==> src/rtl/clint_axi_pkg.sv <==
// Shared definitions for the CLINT AXI4-Lite initiator: FSM states, AXI
// response codes and CLINT register offsets.
package clint_axi_pkg;

    typedef enum logic [2:0] {
        ST_IDLE,
        ST_WR,
        ST_WB,
        ST_RD,
        ST_RR,
        ST_RESP
    } state_e;

    localparam logic [1:0] AXI_RESP_OKAY   = 2'b00;
    localparam logic [1:0] AXI_RESP_EXOKAY = 2'b01;
    localparam logic [1:0] AXI_RESP_SLVERR = 2'b10;
    localparam logic [1:0] AXI_RESP_DECERR = 2'b11;

    localparam logic [63:0] CLINT_MSIP_OFFSET     = 64'h0000_0000_0000_0000;
    localparam logic [63:0] CLINT_MTIMECMP_OFFSET = 64'h0000_0000_0000_4000;
    localparam logic [63:0] CLINT_MTIME_OFFSET    = 64'h0000_0000_0000_BFF8;

    // SLVERR and DECERR both carry bit 1
    function automatic logic resp_is_err(input logic [1:0] resp);
        return resp[1];
    endfunction

endpackage

==> src/rtl/clint_axi_timeout_cnt.sv <==
// Saturating wait counter: counts while enabled, clears when disabled, and
// pulses hit_o on the cycle the count reaches MAX (MAX = 0 disables).
module clint_axi_timeout_cnt #(
    parameter int unsigned MAX = 1024
) (
    input  logic clk_i,
    input  logic rst_ni,
    input  logic en_i,
    output logic hit_o
);

    localparam int unsigned CW = (MAX > 0) ? $clog2(MAX + 1) : 1;
    localparam logic [CW-1:0] LAST = (MAX > 0) ? CW'(MAX - 1) : '0;
    localparam logic [CW-1:0] SAT  = CW'(MAX);

    logic [CW-1:0] cnt_q, cnt_d;

    always_comb begin
        cnt_d = cnt_q;
        if (!en_i) begin
            cnt_d = '0;
        end else if (cnt_q != SAT) begin
            cnt_d = cnt_q + 1'b1;
        end
    end

    // hit fires once: the count then sits at SAT, which never equals LAST
    assign hit_o = (MAX != 0) && en_i && (cnt_q == LAST);

    always_ff @(posedge clk_i or negedge rst_ni) begin
        if (!rst_ni) begin
            cnt_q <= '0;
        end else begin
            cnt_q <= cnt_d;
        end
    end

endmodule

==> src/rtl/clint_axi_initiator.sv <==
// Single-outstanding AXI4-Lite master turning a command/response port into
// CLINT register reads and writes.
module clint_axi_initiator
    import clint_axi_pkg::*;
#(
    parameter int unsigned AXI_ADDR_WIDTH = 64,
    parameter int unsigned AXI_DATA_WIDTH = 64,
    parameter int unsigned TIMEOUT_CYCLES = 1024
) (
    input  logic                          aclk,
    input  logic                          aresetn,
    input  logic                          cmd_valid,
    output logic                          cmd_ready,
    input  logic                          cmd_we,
    input  logic [AXI_ADDR_WIDTH-1:0]     cmd_addr,
    input  logic [AXI_DATA_WIDTH-1:0]     cmd_wdata,
    input  logic [AXI_DATA_WIDTH/8-1:0]   cmd_wstrb,
    output logic                          rsp_valid,
    output logic [AXI_DATA_WIDTH-1:0]     rsp_rdata,
    output logic                          rsp_err,
    output logic                          rsp_timeout,
    output logic [AXI_ADDR_WIDTH-1:0]     m_axi_awaddr,
    output logic                          m_axi_awvalid,
    input  logic                          m_axi_awready,
    output logic [AXI_DATA_WIDTH-1:0]     m_axi_wdata,
    output logic [AXI_DATA_WIDTH/8-1:0]   m_axi_wstrb,
    output logic                          m_axi_wvalid,
    input  logic                          m_axi_wready,
    input  logic [1:0]                    m_axi_bresp,
    input  logic                          m_axi_bvalid,
    output logic                          m_axi_bready,
    output logic [AXI_ADDR_WIDTH-1:0]     m_axi_araddr,
    output logic                          m_axi_arvalid,
    input  logic                          m_axi_arready,
    input  logic [AXI_DATA_WIDTH-1:0]     m_axi_rdata,
    input  logic [1:0]                    m_axi_rresp,
    input  logic                          m_axi_rvalid,
    output logic                          m_axi_rready
);

    state_e                        state_q, state_d;
    logic [AXI_ADDR_WIDTH-1:0]     addr_q;
    logic [AXI_DATA_WIDTH-1:0]     wdata_q;
    logic [AXI_DATA_WIDTH/8-1:0]   wstrb_q;
    logic [AXI_DATA_WIDTH-1:0]     rdata_q, rdata_d;
    logic                          aw_done_q, aw_done_d;
    logic                          w_done_q, w_done_d;
    logic                          err_q, err_d;
    logic                          tmo_q, tmo_d;
    logic                          accept;
    logic                          wait_en;
    logic                          tmo_hit;

    assign accept  = cmd_valid && cmd_ready;
    assign wait_en = (state_q == ST_WB) || (state_q == ST_RR);

    clint_axi_timeout_cnt #(
        .MAX (TIMEOUT_CYCLES)
    ) u_timeout_cnt (
        .clk_i  (aclk),
        .rst_ni (aresetn),
        .en_i   (wait_en),
        .hit_o  (tmo_hit)
    );

    always_comb begin
        state_d       = state_q;
        aw_done_d     = aw_done_q;
        w_done_d      = w_done_q;
        rdata_d       = rdata_q;
        err_d         = err_q;
        tmo_d         = tmo_q;
        cmd_ready     = 1'b0;
        m_axi_awvalid = 1'b0;
        m_axi_wvalid  = 1'b0;
        m_axi_bready  = 1'b0;
        m_axi_arvalid = 1'b0;
        m_axi_rready  = 1'b0;
        rsp_valid     = 1'b0;

        if (tmo_hit) begin
            tmo_d = 1'b1;
        end

        unique case (state_q)
            ST_IDLE: begin
                // gated so cmd_ready reads 0 while reset is held
                cmd_ready = aresetn;
                if (cmd_valid) begin
                    aw_done_d = 1'b0;
                    w_done_d  = 1'b0;
                    tmo_d     = 1'b0;
                    state_d   = cmd_we ? ST_WR : ST_RD;
                end
            end
            ST_WR: begin
                m_axi_awvalid = !aw_done_q;
                m_axi_wvalid  = !w_done_q;
                aw_done_d     = aw_done_q || m_axi_awready;
                w_done_d      = w_done_q || m_axi_wready;
                if (aw_done_d && w_done_d) begin
                    state_d = ST_WB;
                end
            end
            ST_WB: begin
                m_axi_bready = 1'b1;
                if (m_axi_bvalid) begin
                    rdata_d = '0;
                    err_d   = resp_is_err(m_axi_bresp);
                    state_d = ST_RESP;
                end
            end
            ST_RD: begin
                m_axi_arvalid = 1'b1;
                if (m_axi_arready) begin
                    state_d = ST_RR;
                end
            end
            ST_RR: begin
                m_axi_rready = 1'b1;
                if (m_axi_rvalid) begin
                    rdata_d = m_axi_rdata;
                    err_d   = resp_is_err(m_axi_rresp);
                    state_d = ST_RESP;
                end
            end
            ST_RESP: begin
                rsp_valid = 1'b1;
                state_d   = ST_IDLE;
            end
            default: state_d = ST_IDLE;
        endcase
    end

    always_ff @(posedge aclk or negedge aresetn) begin
        if (!aresetn) begin
            state_q   <= ST_IDLE;
            addr_q    <= '0;
            wdata_q   <= '0;
            wstrb_q   <= '0;
            rdata_q   <= '0;
            aw_done_q <= 1'b0;
            w_done_q  <= 1'b0;
            err_q     <= 1'b0;
            tmo_q     <= 1'b0;
        end else begin
            state_q   <= state_d;
            rdata_q   <= rdata_d;
            aw_done_q <= aw_done_d;
            w_done_q  <= w_done_d;
            err_q     <= err_d;
            tmo_q     <= tmo_d;
            if (accept) begin
                addr_q  <= cmd_addr;
                wdata_q <= cmd_wdata;
                wstrb_q <= cmd_wstrb;
            end
        end
    end

    assign m_axi_awaddr = addr_q;
    assign m_axi_araddr = addr_q;
    assign m_axi_wdata  = wdata_q;
    assign m_axi_wstrb  = wstrb_q;
    assign rsp_rdata    = rdata_q;
    assign rsp_err      = err_q;
    assign rsp_timeout  = tmo_q;

endmodule

==> config.mk <==
export PLATFORM = sky130hd
export DESIGN_NAME = clint_axi_initiator
export DESIGN_NICKNAME = d
export VERILOG_FILES = /design/src/rtl/clint_axi_pkg.sv /design/src/rtl/clint_axi_timeout_cnt.sv /design/src/rtl/clint_axi_initiator.sv
export SDC_FILE = /design/constraint.sdc
export NUM_CORES = 1
export LEC_CHECK = 0
export ABC_CLOCK_PERIOD_IN_PS = 2100
export BUFFER_PORTS_ARGS = -buffer_cell sky130_fd_sc_hd__buf_4
export CAP_MARGIN = 20
export CORE_AREA = 3 3 186 188
export DETAILED_ROUTE_END_ITERATION = 10
export DIE_AREA = 0 0 189 191
export GPL_ROUTABILITY_DRIVEN = 0
export HOLD_SLACK_MARGIN = 0.08
export PLACE_DENSITY = 0.48
export SLEW_MARGIN = 20
export SYNTH_ARGS = -nofsm -noshare
export SYNTH_HDL_FRONTEND = slang
export SYNTH_SLANG_ARGS = --single-unit
==> constraint.sdc <==
create_clock -name aclk -period 2.1 [get_ports aclk]
set_input_delay 0.105 -clock aclk [delete_from_list [all_inputs] [get_ports aclk]]
set_output_delay 0.105 -clock aclk [all_outputs]
set_load 0.1 [all_outputs]
# == Word-level counts from Yosys, hierarchy flattened ==
# Cells that the tools add are included.
# word_totals
reg_bits,218
# op_classes
eq_ne,13
add_sub_neg,1
mux,28
reduce_logical,14
# op_table
op,n
$mux 64,2
$pmux 64 s2,1
$mux 11,2
$mux 3,5
$pmux 3 s5,1
$mux 1,13
$ne 2x2->1 const B,6
$add 11x1->11 const B,1
$eq 11x10->1 const B,1
$ne 11x11->1 const B,1
$eq 3x2->1 const B,2
$eq 3x3->1 const B,2
$pmux 1 s2,3
$reduce_and 5->1,1
$reduce_bool 2->1,2
$eq 3x1->1 const B,1
$logic_and 1x1->1,3
$logic_not 3->1,1
$logic_or 1x1->1,3
$reduce_and 3->1,1
$logic_not 1->1,2
$mux 2,1
$reduce_and 2->1,1

# == Depth between registers and ports, before layout ==
# Gate-level depths: netlist of run 1.
# logic_depth
depth_word,6
mapped_depth,7
ltp_nobuf,5

# == Modules after synthesis ==
# From an unflattened synthesis of run 1, not the netlist that was laid out.
# hier_totals
cells_unflattened,611
area_unflattened_um2,9044.9
# modules_own_cells
mod,n_inst,seq_area_each_um2,cells_each,area_per_inst_um2
clint_axi_initiator,1,5180.0,548,8435.6
clint_axi_timeout_cnt,1,275.3,63,609.3

# == Worst setup path before layout of run 1 ==
# Ideal clock, no wire load.
# synth_timing
kind,flip-flop to flip-flop
from,reg state_q[2]
to,reg err_q (netlist: rsp_err)
required_ns,1.974
arrival_ns,3.581
path_stages_with_launch,5
setup_slack_ns,-1.607
setup_time_ns,0.126
path_cell_list,dfrtp_1 -> buf_2 -> nor3b_1 -> mux2_2 -> mux2_2
# synth_via
elab_chain_cells,3
elab_cells_between_ends,7
cone_classes,eq/ne: 4; mux: 1; reduce/logical: 2
# synth_rtl
element,line_no,rtl
start: declaration,clint_axi_initiator.sv:41,"state_e state_q, state_d;"
start signal: assignment,clint_axi_initiator.sv:147,state_q <= state_d;
$eq 3x3->1 / $eq 3x2->1 (equally long branches),clint_axi_initiator.sv:85,unique case (state_q)
$ne 2x2->1 (no source line) / $reduce_bool 2->1 (equally long branches),n/a,
$reduce_and 3->1 (no source line),n/a,
end signal: assignment,clint_axi_initiator.sv:151,err_q <= err_d;
end: declaration,clint_axi_initiator.sv:48,"logic err_q, err_d;"
# Several ways; a longest one is shown, not always the timed one.
# A chain may end at the register's enable or synchronous reset.

# == Worst setup path after layout of run 1 ==
# layout_timing
from,reg state_q[1]
to,reg w_done_q
# layout_via
elab_chain_cells,3
elab_cells_between_ends,6
cone_classes,eq/ne: 2; mux: 1; reduce/logical: 3
# layout_rtl
element,line_no,rtl
$eq 3x1->1 / $logic_not 3->1 (equally long branches),clint_axi_initiator.sv:85,
$reduce_bool 2->1 (no source line) / $ne 2x2->1 (equally long branches),n/a,
$reduce_and 2->1 (no source line),n/a,
end signal: assignment,clint_axi_initiator.sv:150,w_done_q <= w_done_d;
end: declaration,clint_axi_initiator.sv:47,"logic w_done_q, w_done_d;"
# Several ways; a longest one is shown, not always the timed one.

==> reports/qor_table.md, run 1 <==
| Stage | Item | Value |
|---|---|---|
| status | Status | finished clean |
| critical path | Arrival time reported for the critical path endpoint | 2310 ps |
| clock network | Clock tree buffer depth | 3 |
| critical path | Worst setup path start | state_q[1]$_DFFE_PN0P_ |
| synth | Post-synth top flop | sky130_fd_sc_hd__dfrtp_1 |
| detailed routing | Post-detailed-routing wire length | 29.3 mm |
| timing | Final Hold Viols | 0 |
| clock network | Clock tree from TritonCTS | built |
| final layout | Ratio of cells with drive above 1 in the final layout | 53.9% |
| clock network | CTS Sinks | 218 |
| final layout | Area occupied by multi-input gates | 0.00271 mm² |
| die | Die Wd | 189 µm |
| timing | Final-report setup violation count | 0 |
| run | Max Cap Viol | 0 |
| synth | Warnings, synthesis | 0 |
| critical path | Worst-case reg-to-reg path depth | 5 |
| synth | Yosys top cell area share | 61.9% |
| global routing | Largest net degree at the start of global routing | 153 |
| final layout | Most frequent cells in the layout | sky130_fd_sc_hd__buf_4 (487), sky130_fd_sc_hd__dfrtp_1 (218), sky130_fd_sc_hd__dlygate4sd3_1 (210) |
| global routing | Global router's overall resource usage | 15.2% |
| critical path | Maximum fanout along the worst path | 17 |
| timing | Fmax | 0.524 GHz |
| critical path | Path type of the worst setup path | register to register |
| timing | Final worst path period need | 1910 ps |
| detailed routing | Routed via count | 7272 |
| critical path | Kind of end point of the critical path | register |
| die | Number of top-level pins | 486 |
| synth | Gate count after technology mapping | 609 |
| final layout | Count of non-filler cells in the finished layout | 1710 |
| min path | WHS Endpoint | state_q[0]$_DFFE_PN0P_ |
| synth | Synthesized flop and latch total | 218 |
| clock network | Inserted Clock Buffers | 27 |
| synth | Average instance area after synthesis | 14.5 µm² |
| global routing | Global route total overflow | 0 |
| synth | Synth area leaders | sky130_fd_sc_hd__dfrtp_1 (62%), sky130_fd_sc_hd__mux2_2 (17%), sky130_fd_sc_hd__a22o_1 (6.4%) |
| placement | Quantity of I/O buffers inserted on ports | 483 |
| synth | Combined area of all synthesized cells | 0.00882 mm² |
| timing | Actual transition at the worst max-transition pin | 1070 ps |
| critical path | Data required time at the worst endpoint | 2500 ps |
| timing | Clock skew | 5.23 ps |
| detailed routing | Detailed-route DRC error count | 0 |
| clock network | Depth of the CTS H-tree | 1 |
| synth | Proportion of register bits with asynchronous set or reset after synthesis | 100% |
| placement | Total instance count after detailed placement | 1451 |
| global routing | Global-route wire length before repair | 44.0 mm |
| placement | HPWL after detailed placement | 20.0 mm |
| timing | Number of max-slew violations in the final report | 0 |
| critical path | Worst setup slack for register-to-register paths | 190 ps |
| detailed routing | Antenna viol nets, final | 0 |
| global routing | Antenna violations before repair | 1 |
| clock network | CTS Root Buffer Type | sky130_fd_sc_hd__clkbuf_16 |
| die | Count of standard-cell rows | 67 |
| clock network | Post-CTS resize count | 0 |
| final layout | Fillers | 2986 |
| critical path | Nature of the critical path startpoint | register |
| detailed routing | Detailed router's first-iteration violation count | 197 |
| final layout | Commonest non-fill, non-tap cell in the layout | sky130_fd_sc_hd__buf_4 |
| final layout | Sequential standard cell area | 0.00546 mm² |
| min path | Path type of the worst min-delay path | primary input to register |
| die | Y dimension of the die | 191 µm |
| critical path | Worst path max stage delay | 550 ps |
| detailed routing | Via/cell ratio | 4.25 |
| die | Core Box Area | 0.0333 mm² |
| clock network | CTS clock-pin slew for the worst setup and hold paths | 60 ps |
| synth | Sequential cell area fraction in the yosys report | 61.9% |
| synth | Number of flops mapped to enable cells by yosys | 0 |
| synth | Top cell type by total area after synthesis | sky130_fd_sc_hd__dfrtp_1 |
| critical path | R2r endpoint | w_done_q$_DFFE_PN0P_ |
| min path | Worst min-delay path startpoint | m_axi_rvalid |
| die | Area enclosed by the die boundary | 0.0361 mm² |
| die | Initial core utilization | 26.5% |
| timing | Relative slew margins | 28.6% |
| detailed routing | Wirelength per Cell | 17.1 µm |
| timing | Setup repair after global routing missed its margin | false |
| synth | Nets in the synthesized netlist | 824 |
| clock network | Post-CTS setup buffers | 0 |
| clock network | Number of hold-repair buffers added at the cts stage | 210 |
| final layout | Synth-to-layout area growth | 76.4% |
| final layout | ANT cells | 0 |
| timing | Final worst path period share | 90.9% |
| critical path | Launching point of the worst reg2reg path | state_q[1]$_DFFE_PN0P_ |
| synth | Yosys cell types | 41 |
| clock network | Worst-Skew Late Latency | 530 ps |
| critical path | Cell breakdown of the critical path | buf_4, or3b_2, a21oi_1, nor2_1, dlygate4sd3_1 |
| detailed routing | First drt pass iteration count | 4 |
| min path | Min-Delay Path Depth | 3 |
| critical path | Cell at the slowest stage of the critical path | sky130_fd_sc_hd__dlygate4sd3_1 |
| final layout | Nets | 1457 |
| global routing | Vias in the first global route | 7687 |
[synthesized netlist by cell type (2+ instances only)]
| master | n |
|---|---|
| sky130_fd_sc_hd__a22o_1 | 64 |
| sky130_fd_sc_hd__buf_6 | 5 |
| sky130_fd_sc_hd__buf_2 | 19 |
| sky130_fd_sc_hd__nor3b_1 | 3 |
| sky130_fd_sc_hd__buf_4 | 64 |
| sky130_fd_sc_hd__dfrtp_1 | 218 |
| sky130_fd_sc_hd__nor2_1 | 9 |
| sky130_fd_sc_hd__nand3b_1 | 3 |
| sky130_fd_sc_hd__mux2_2 | 131 |
| sky130_fd_sc_hd__nand2b_1 | 2 |
| sky130_fd_sc_hd__and2_1 | 2 |
| sky130_fd_sc_hd__o31ai_1 | 6 |
| sky130_fd_sc_hd__ha_1 | 2 |
| sky130_fd_sc_hd__o21bai_1 | 2 |
| sky130_fd_sc_hd__or3_1 | 2 |
| sky130_fd_sc_hd__clkbuf_1 | 10 |
| sky130_fd_sc_hd__nand4_1 | 3 |
| sky130_fd_sc_hd__nand3_1 | 4 |
| sky130_fd_sc_hd__xor2_1 | 2 |
| sky130_fd_sc_hd__nor2b_1 | 4 |
| sky130_fd_sc_hd__inv_1 | 5 |
| sky130_fd_sc_hd__nand2_1 | 5 |
| sky130_fd_sc_hd__or4_1 | 5 |
| sky130_fd_sc_hd__a21oi_1 | 12 |
| sky130_fd_sc_hd__a31oi_1 | 2 |
| sky130_fd_sc_hd__o21ai_0 | 3 |
| sky130_fd_sc_hd__mux2_1 | 8 |
[critical path: cells and delay by family (launching register included)]
family / cells / cell delay (ps)
buffers and inverters: 2 / 750
flip-flops: 1 / 370
AND/OR/NAND/NOR: 2 / 520
AO/OA/AOI/OAI: 1 / 150
[layout make-up]
class | instances | area share (%)
sequential | 218 | 35.1
inverter | 5 | 0.121
clock buffer | 37 | 5.10
clock inverter | 12 | 1.03
multi-input combinational | 288 | 17.4
timing repair buffer | 702 | 37.6
tap | 448 | 3.60
[stage by stage]
step                      TNS, ps  instance area (µm²)  hold WS, ps  worst slack (ps)  util, %
after floorplan              -491                 8830         -191              -194        -
after global placement          0                12500          319               406     37.6
after detailed placement        0                12500          326               397     37.6
after CTS                       0                15600         80.6               167     46.7
after global routing            0                15600         98.0              61.0     46.7
final                           0                15600          115               191     46.7
[per-layer routing]
| metal | up-vias | global-route usage (%) | wire length [µm] |
|---|---|---|---|
| li1 | 3394 | - | - |
| met1 | 3529 | 18.0 | 11400 |
| met4 | 2 | 3.87 | 645 |
| met5 | - | 0 | 13 |
| met3 | 46 | 3.89 | 2240 |
| met2 | 301 | 27.6 | 15000 |
[sequential cells by signal, indices dropped and copies added (netlist names)]
| register | count |
|---|---|
| m_axi_araddr | 64 |
| m_axi_wdata | 64 |
| rsp_rdata | 64 |
| u_timeout_cnt.cnt_q | 11 |
| m_axi_wstrb | 8 |
| state_q | 3 |
| aw_done_q | 1 |
| rsp_err | 1 |
| rsp_timeout | 1 |
| w_done_q | 1 |
[cell families after synthesis]
kind of cell | Yosys count | synth area share (%)
flip-flops | 218 | 61.9
multiplexers | 139 | 17.8
buffers and inverters | 103 | 7.81
AO/OA/AOI/OAI | 95 | 8.63
AND/OR/NAND/NOR | 49 | 3.35
XOR/XNOR | 3 | 0.298
adder cells (fa/ha/maj) | 2 | 0.284
[how the worst max path moves through the flow]
stage,depth (start not counted),to
after floorplan,5,m_axi_awvalid
after global placement,3,u_timeout_cnt.cnt_q[1]$_DFFE_PN0P_
after detailed placement,3,u_timeout_cnt.cnt_q[1]$_DFFE_PN0P_
after CTS,5,m_axi_awvalid
after global routing,5,m_axi_awvalid
final,5,w_done_q$_DFFE_PN0P_
Power of run 1 is left out: the tool's default activity adds up to more than one toggle a clock period on the data nets, which glitch-free logic cannot reach.
==> inputs of run 2 (changes only) <==
--- a/config.mk
+++ b/config.mk
@@ -8,9 +8,9 @@
 export ABC_CLOCK_PERIOD_IN_PS = 2100
 export BUFFER_PORTS_ARGS = -buffer_cell sky130_fd_sc_hd__buf_4
 export CAP_MARGIN = 20
-export CORE_AREA = 3 3 186 188
+export CORE_AREA = 3 3 187 189
 export DETAILED_ROUTE_END_ITERATION = 10
-export DIE_AREA = 0 0 189 191
+export DIE_AREA = 0 0 190 192
 export GPL_ROUTABILITY_DRIVEN = 0
 export HOLD_SLACK_MARGIN = 0.08
 export PLACE_DENSITY = 0.48
==> run 2 against run 1 <==
  * Count of clock-buffer cells in the layout grew 4
  * Via count grew 0.25%
  * Global-route usage is essentially flat
  * Flip-flop and latch count is the same
  * Sequential share of layout area is essentially flat
  * Register-to-register slack is essentially flat
  * Die area grew 1.1%
  * First-iteration DRC count grew 4.6%
  * Final cell count grew 0.53%
  * Critical endpoint is now aw_done_q$_DFFE_PN0P_
  * Routed wire length is essentially flat
==> reports/qor_table.md, run 2 (same netlist as run 1, synthesis figures left out) <==
| Stage | Item | Value | Change |
|---|---|---|---|
| global routing | Vias in the first global route | 7841 | +2.0% |
| global routing | Global router's overall resource usage | 15.2% | about the same |
| timing | Actual transition at the worst max-transition pin | 886 ps | -185 ps |
| detailed routing | First drt pass iteration count | 4 | unchanged |
| critical path | Kind of end point of the critical path | register |  |
| die | Area enclosed by the die boundary | 0.0365 mm² | +1.1% |
| critical path | Worst setup path start | state_q[1]$_DFFE_PN0P_ |  |
| timing | Number of max-slew violations in the final report | 0 | unchanged |
| timing | Relative slew margins | 41.0% | +12 points |
| clock network | CTS Sinks | 218 | unchanged |
| final layout | Nets | 1467 | +0.69% |
| critical path | Worst path max stage delay | 550 ps | about the same |
| detailed routing | Antenna viol nets, final | 0 | unchanged |
| critical path | Maximum fanout along the worst path | 17 | unchanged |
| clock network | CTS clock-pin slew for the worst setup and hold paths | 60 ps | about the same |
| timing | Clock skew | 8.36 ps | +3.13 ps |
| detailed routing | Routed via count | 7290 | +0.25% |
| critical path | Launching point of the worst reg2reg path | state_q[1]$_DFFE_PN0P_ |  |
| critical path | Worst setup slack for register-to-register paths | 180 ps | about the same |
| critical path | Nature of the critical path startpoint | register |  |
| run | Max Cap Viol | 0 | unchanged |
| detailed routing | Wirelength per Cell | 17.1 µm | -0.45% |
| clock network | Clock tree from TritonCTS | built |  |
| timing | Final Hold Viols | 0 | unchanged |
| clock network | Clock tree buffer depth | 3 | unchanged |
| global routing | Antenna violations before repair | 1 | unchanged |
| detailed routing | Via/cell ratio | 4.24 | -0.28% |
| final layout | Final Core Density | 46.5% | -0.22 points |
| timing | Fmax | 0.521 GHz | -0.50% |
| final layout | Fillers | 3049 | +2.1% |
| detailed routing | Post-detailed-routing wire length | 29.3 mm | about the same |
| min path | Worst min-delay path startpoint | cmd_valid |  |
| critical path | R2r endpoint | aw_done_q$_DFFE_PN0P_ |  |
| min path | Min-Delay Path Depth | 4 | +1 |
| timing | Setup repair after global routing missed its margin | false |  |
| critical path | Path type of the worst setup path | register to register |  |
| critical path | Cell breakdown of the critical path | buf_4, or3b_2, a21oi_1, nor2_1, dlygate4sd3_1 |  |
| timing | Final-report setup violation count | 0 | unchanged |
| clock network | Depth of the CTS H-tree | 1 | unchanged |
| final layout | ANT cells | 0 | unchanged |
| clock network | CTS Root Buffer Type | sky130_fd_sc_hd__clkbuf_16 |  |
| min path | WHS Endpoint | rsp_timeout$_DFF_PN0_ |  |
| critical path | Data required time at the worst endpoint | 2500 ps | about the same |
| clock network | Inserted Clock Buffers | 27 | unchanged |
| die | Die Wd | 190 µm | +0.53% |
| clock network | Worst-Skew Late Latency | 520 ps | about the same |
| timing | Minimum hold slack | 193 ps | +77.9 ps |
| global routing | Global route total overflow | 0 | unchanged |
| critical path | Worst-case reg-to-reg path depth | 5 | unchanged |
| placement | Quantity of I/O buffers inserted on ports | 483 | unchanged |
| detailed routing | Detailed-route DRC error count | 0 | unchanged |
| critical path | Arrival time reported for the critical path endpoint | 2310 ps | about the same |
| timing | Final worst path period share | 91.4% | +0.45 points |
| final layout | Synth-to-layout area growth | 76.5% | about the same |
| die | Count of standard-cell rows | 67 | unchanged |
| global routing | Largest net degree at the start of global routing | 65 | -58% |
| final layout | Commonest non-fill, non-tap cell in the layout | sky130_fd_sc_hd__buf_4 |  |
| die | Initial core utilization | 26.4% | -0.13 points |
| min path | Path type of the worst min-delay path | primary input to register |  |
| status | Status | finished clean |  |
| die | Core Box Area | 0.0334 mm² | +0.50% |
| timing | Final worst path period need | 1920 ps | +9.51 ps |
| die | Number of top-level pins | 486 | unchanged |
| detailed routing | Detailed router's first-iteration violation count | 206 | +4.6% |
| placement | HPWL after detailed placement | 20.8 mm | +4.2% |
| final layout | Most frequent cells in the layout | sky130_fd_sc_hd__buf_4 (494), sky130_fd_sc_hd__dfrtp_1 (218), sky130_fd_sc_hd__dlygate4sd3_1 (211) |  |
| final layout | Ratio of cells with drive above 1 in the final layout | 53.9% | about the same |
| die | Y dimension of the die | 192 µm | +0.52% |
| critical path | Cell at the slowest stage of the critical path | sky130_fd_sc_hd__dlygate4sd3_1 |  |
| global routing | Global-route wire length before repair | 44.5 mm | +1.1% |
[run 2: metrics by stage]
step / setup WS (ps) / setup TNS [ps] / area (µm²) / instances
after floorplan: -194 / -491 / 8830 / 609
after global placement: 256 / 0 / 12600 / 1460
after detailed placement: 247 / 0 / 12600 / 1460
after CTS: 177 / 0 / 15600 / 1719
after global routing: 77.6 / 0 / 15600 / 1719
final: 181 / 0 / 15600 / 1719
[run 2: layout make-up]
type	instances	area [µm²]	area share (%)
Sequential cell	218	5460	35.1
Multi-Input combinational cell	288	2710	17.4
Clock buffer	41	818	5.26
Inverter	5	18.8	0.121
Tap cell	448	561	3.60
Timing Repair Buffer	712	5960	38.3
Clock inverter	7	37.5	0.241
[run 2: timing repair]
action / 4_1_cts / 5_1_grt
endpoints found under the hold margin: 369 / 0
buffers inserted: 0 / 0
resized for setup: 0 / 0
hold buffers: 211 / 0
[run 2: worst max-delay path: cells and delay by family (launching register included)]
| family | cells | cell delay, ps |
|---|---|---|
| buf+inv | 2 | 750 |
| flops | 1 | 370 |
| compound gates | 1 | 160 |
| simple gates | 2 | 510 |
[run 2: worst max path at each step]
stage / endpoint / slack [ps] / cells past startpoint
finish: aw_done_q$_DFFE_PN0P_ / 180 / 5
global route: cmd_ready / 80 / 6
CTS: cmd_ready / 180 / 6
detailed placement: m_axi_wdata[10]$_DFFE_PN0P_ / 250 / 5
global placement: m_axi_wdata[48]$_DFFE_PN0P_ / 260 / 5
floorplan: m_axi_awvalid / -190 / 5
[run 2: routing by layer]
| layer | wire length [µm] | track usage, % |
|---|---|---|
| met1 | 11400 | 18.0 |
| met5 | 12 | 0 |
| met2 | 15000 | 27.4 |
| met4 | 731 | 4.21 |
| met3 | 2200 | 3.80 |
Power of run 2 is left out for the same reason.
==> inputs of run 3 (changes only) <==
--- a/config.mk
+++ b/config.mk
@@ -13,8 +13,8 @@
 export DIE_AREA = 0 0 190 192
 export GPL_ROUTABILITY_DRIVEN = 0
 export HOLD_SLACK_MARGIN = 0.08
-export PLACE_DENSITY = 0.48
 export SLEW_MARGIN = 20
 export SYNTH_ARGS = -nofsm -noshare
 export SYNTH_HDL_FRONTEND = slang
 export SYNTH_SLANG_ARGS = --single-unit
+export TNS_END_PERCENT = 30
==> run 3 against run 2 <==
  * Die area unchanged
  * Sequential share of layout area increased by 0.22 points
  * Via count increased by 0.60%
  * Routed wire length increased by 0.23%
  * Setup slack got worse by 79 ps
  * Final cell count decreased by 0.70%
==> reports/qor_table.md, run 3 (same netlist as run 1, synthesis figures left out) <==
| Stage | Item | Value | Change |
|---|---|---|---|
| clock network | CTS Sinks | 218 | unchanged |
| die | Area enclosed by the die boundary | 0.0365 mm² | unchanged |
| final layout | Fillers | 2909 | -4.6% |
| clock network | Clock tree from TritonCTS | built |  |
| die | Number of top-level pins | 486 | unchanged |
| clock network | CTS Root Buffer Type | sky130_fd_sc_hd__clkbuf_16 |  |
| global routing | Largest net degree at the start of global routing | 122 | +88% |
| placement | Quantity of I/O buffers inserted on ports | 483 | unchanged |
| detailed routing | Detailed router's first-iteration violation count | 223 | +8.3% |
| timing | Final Hold Viols | 0 | unchanged |
| timing | Fmax | 0.501 GHz | -4.0% |
| die | Y dimension of the die | 192 µm | unchanged |
| timing | Final worst path period share | 95.1% | +3.8 points |
| timing | Final worst path period need | 2000 ps | +79.3 ps |
| final layout | Synth-to-layout area growth | 75.4% |  |
| critical path | Worst setup slack for register-to-register paths | 100 ps | -80 ps |
| min path | Path type of the worst min-delay path | primary input to asynchronous set/reset pin |  |
| clock network | Inserted Clock Buffers | 25 | -7.4% |
| detailed routing | Routed via count | 7334 | +0.60% |
| detailed routing | Post-detailed-routing wire length | 29.4 mm | +0.23% |
| placement | HPWL after detailed placement | 19.7 mm | -5.2% |
| detailed routing | Detailed-route DRC error count | 0 | unchanged |
| final layout | Commonest non-fill, non-tap cell in the layout | sky130_fd_sc_hd__buf_4 |  |
| critical path | Nature of the critical path startpoint | register |  |
| timing | Actual transition at the worst max-transition pin | 724 ps | -161 ps |
| detailed routing | Wirelength per Cell | 17.2 µm | +0.94% |
| die | Die Wd | 190 µm | unchanged |
| detailed routing | First drt pass iteration count | 6 | +2 |
| critical path | Arrival time reported for the critical path endpoint | 2390 ps | +80 ps |
| critical path | Launching point of the worst reg2reg path | state_q[2]$_DFFE_PN0P_ |  |
| final layout | Ratio of cells with drive above 1 in the final layout | 53.6% | -0.32 points |
| global routing | Antenna violations before repair | 1 | unchanged |
| final layout | Area occupied by multi-input gates | 0.00271 mm² | unchanged |
| global routing | Global-route wire length before repair | 44.1 mm | -0.96% |
| critical path | Data required time at the worst endpoint | 2500 ps | about the same |
| critical path | Path type of the worst setup path | register to register |  |
| critical path | Kind of end point of the critical path | register |  |
| die | Count of standard-cell rows | 67 | unchanged |
| global routing | Vias in the first global route | 7853 | +0.15% |
| timing | Clock skew | 19.8 ps | +11.5 ps |
| timing | Number of max-slew violations in the final report | 0 | unchanged |
| clock network | Depth of the CTS H-tree | 1 | unchanged |
| final layout | Nets | 1457 | -0.68% |
| timing | Setup repair after global routing missed its margin | false |  |
| critical path | Maximum fanout along the worst path | 7 | -10 |
| timing | Relative slew margins | 51.7% | +11 points |
| critical path | Worst setup path start | state_q[2]$_DFFE_PN0P_ |  |
| timing | Final-report setup violation count | 0 | unchanged |
| detailed routing | Antenna viol nets, final | 0 | unchanged |
| clock network | Clock tree buffer depth | 3 | unchanged |
| final layout | Most frequent cells in the layout | sky130_fd_sc_hd__buf_4 (486), sky130_fd_sc_hd__dfrtp_1 (218), sky130_fd_sc_hd__dlygate4sd3_1 (210) |  |
| die | Initial core utilization | 26.4% | unchanged |
| clock network | CTS clock-pin slew for the worst setup and hold paths | 60 ps | about the same |
| die | Core Box Area | 0.0334 mm² | unchanged |
| final layout | Sequential standard cell area | 0.00546 mm² | unchanged |
| detailed routing | Via/cell ratio | 4.30 | +1.3% |
| global routing | Global route total overflow | 0 | unchanged |
| timing | Total negative slack for setup checks | 0 ps | unchanged |
| run | Max Cap Viol | 0 | unchanged |
| global routing | Global router's overall resource usage | 15.1% | -0.10 points |
| status | Status | finished clean |  |
| clock network | Worst-Skew Late Latency | 520 ps | about the same |
-- run 3: worst max-delay path, stage by stage (launching register included) --
cell	delay [ps]
sky130_fd_sc_hd__dfrtp_1	440
sky130_fd_sc_hd__buf_4	190
sky130_fd_sc_hd__or3b_2	470
sky130_fd_sc_hd__a21oi_1	160
sky130_fd_sc_hd__nor2_1	50
sky130_fd_sc_hd__dlygate4sd3_1	560
-- run 3: per-stage QoR --
stage	cells	util, %	cell area [µm²]	setup WS (ps)	hold slack (ps)
floorplan	609	-	8830	-194	-191
global placement	1451	37.4	12500	301	-24.5
detailed placement	1451	37.4	12500	297	-26.7
CTS	1705	46.1	15400	70.0	171
global route	1706	46.2	15500	19.3	212
finish	1707	46.2	15500	102	218
-- run 3: cell type report --
type,instances,share of cell area (%)
inverters,5,0.121
diodes,1,0.0162
well taps,448,3.62
repair buffers,704,38.2
clock inverters,6,0.380
clock buffers,37,4.85
multi-input cells,288,17.5
flip-flops and latches,218,35.3
-- run 3: per-layer routing --
layer	up-vias	track usage (%)	wire, µm	share of wire [%]
met2	326	27.2	14900	51
met5	-	0	0	0
met3	33	4.44	2500	8.5
met1	3578	17.7	11400	39
met4	0	3.70	604	2.1
li1	3397	-	-	-
-- run 3: worst paths after layout --
path	depth (start not counted)	to
setup / recovery	5	w_done_q$_DFFE_PN0P_
hold / removal	3	m_axi_wdata[54]$_DFFE_PN0P_
setup reg to reg	5	w_done_q$_DFFE_PN0P_
hold reg to reg	1	m_axi_wdata[31]$_DFFE_PN0P_
max in group asynchronous	3	m_axi_araddr[54]$_DFFE_PN0P_
min in group aclk	4	rsp_timeout$_DFF_PN0_
-- run 3: timing repair --
item,CTS,global route
hold endpoints to repair,352,0
setup buffers,0,0
setup endpoints to repair,0,1
hold buffers,211,0
gates resized for setup,0,1
Power of run 3 is left out for the same reason.
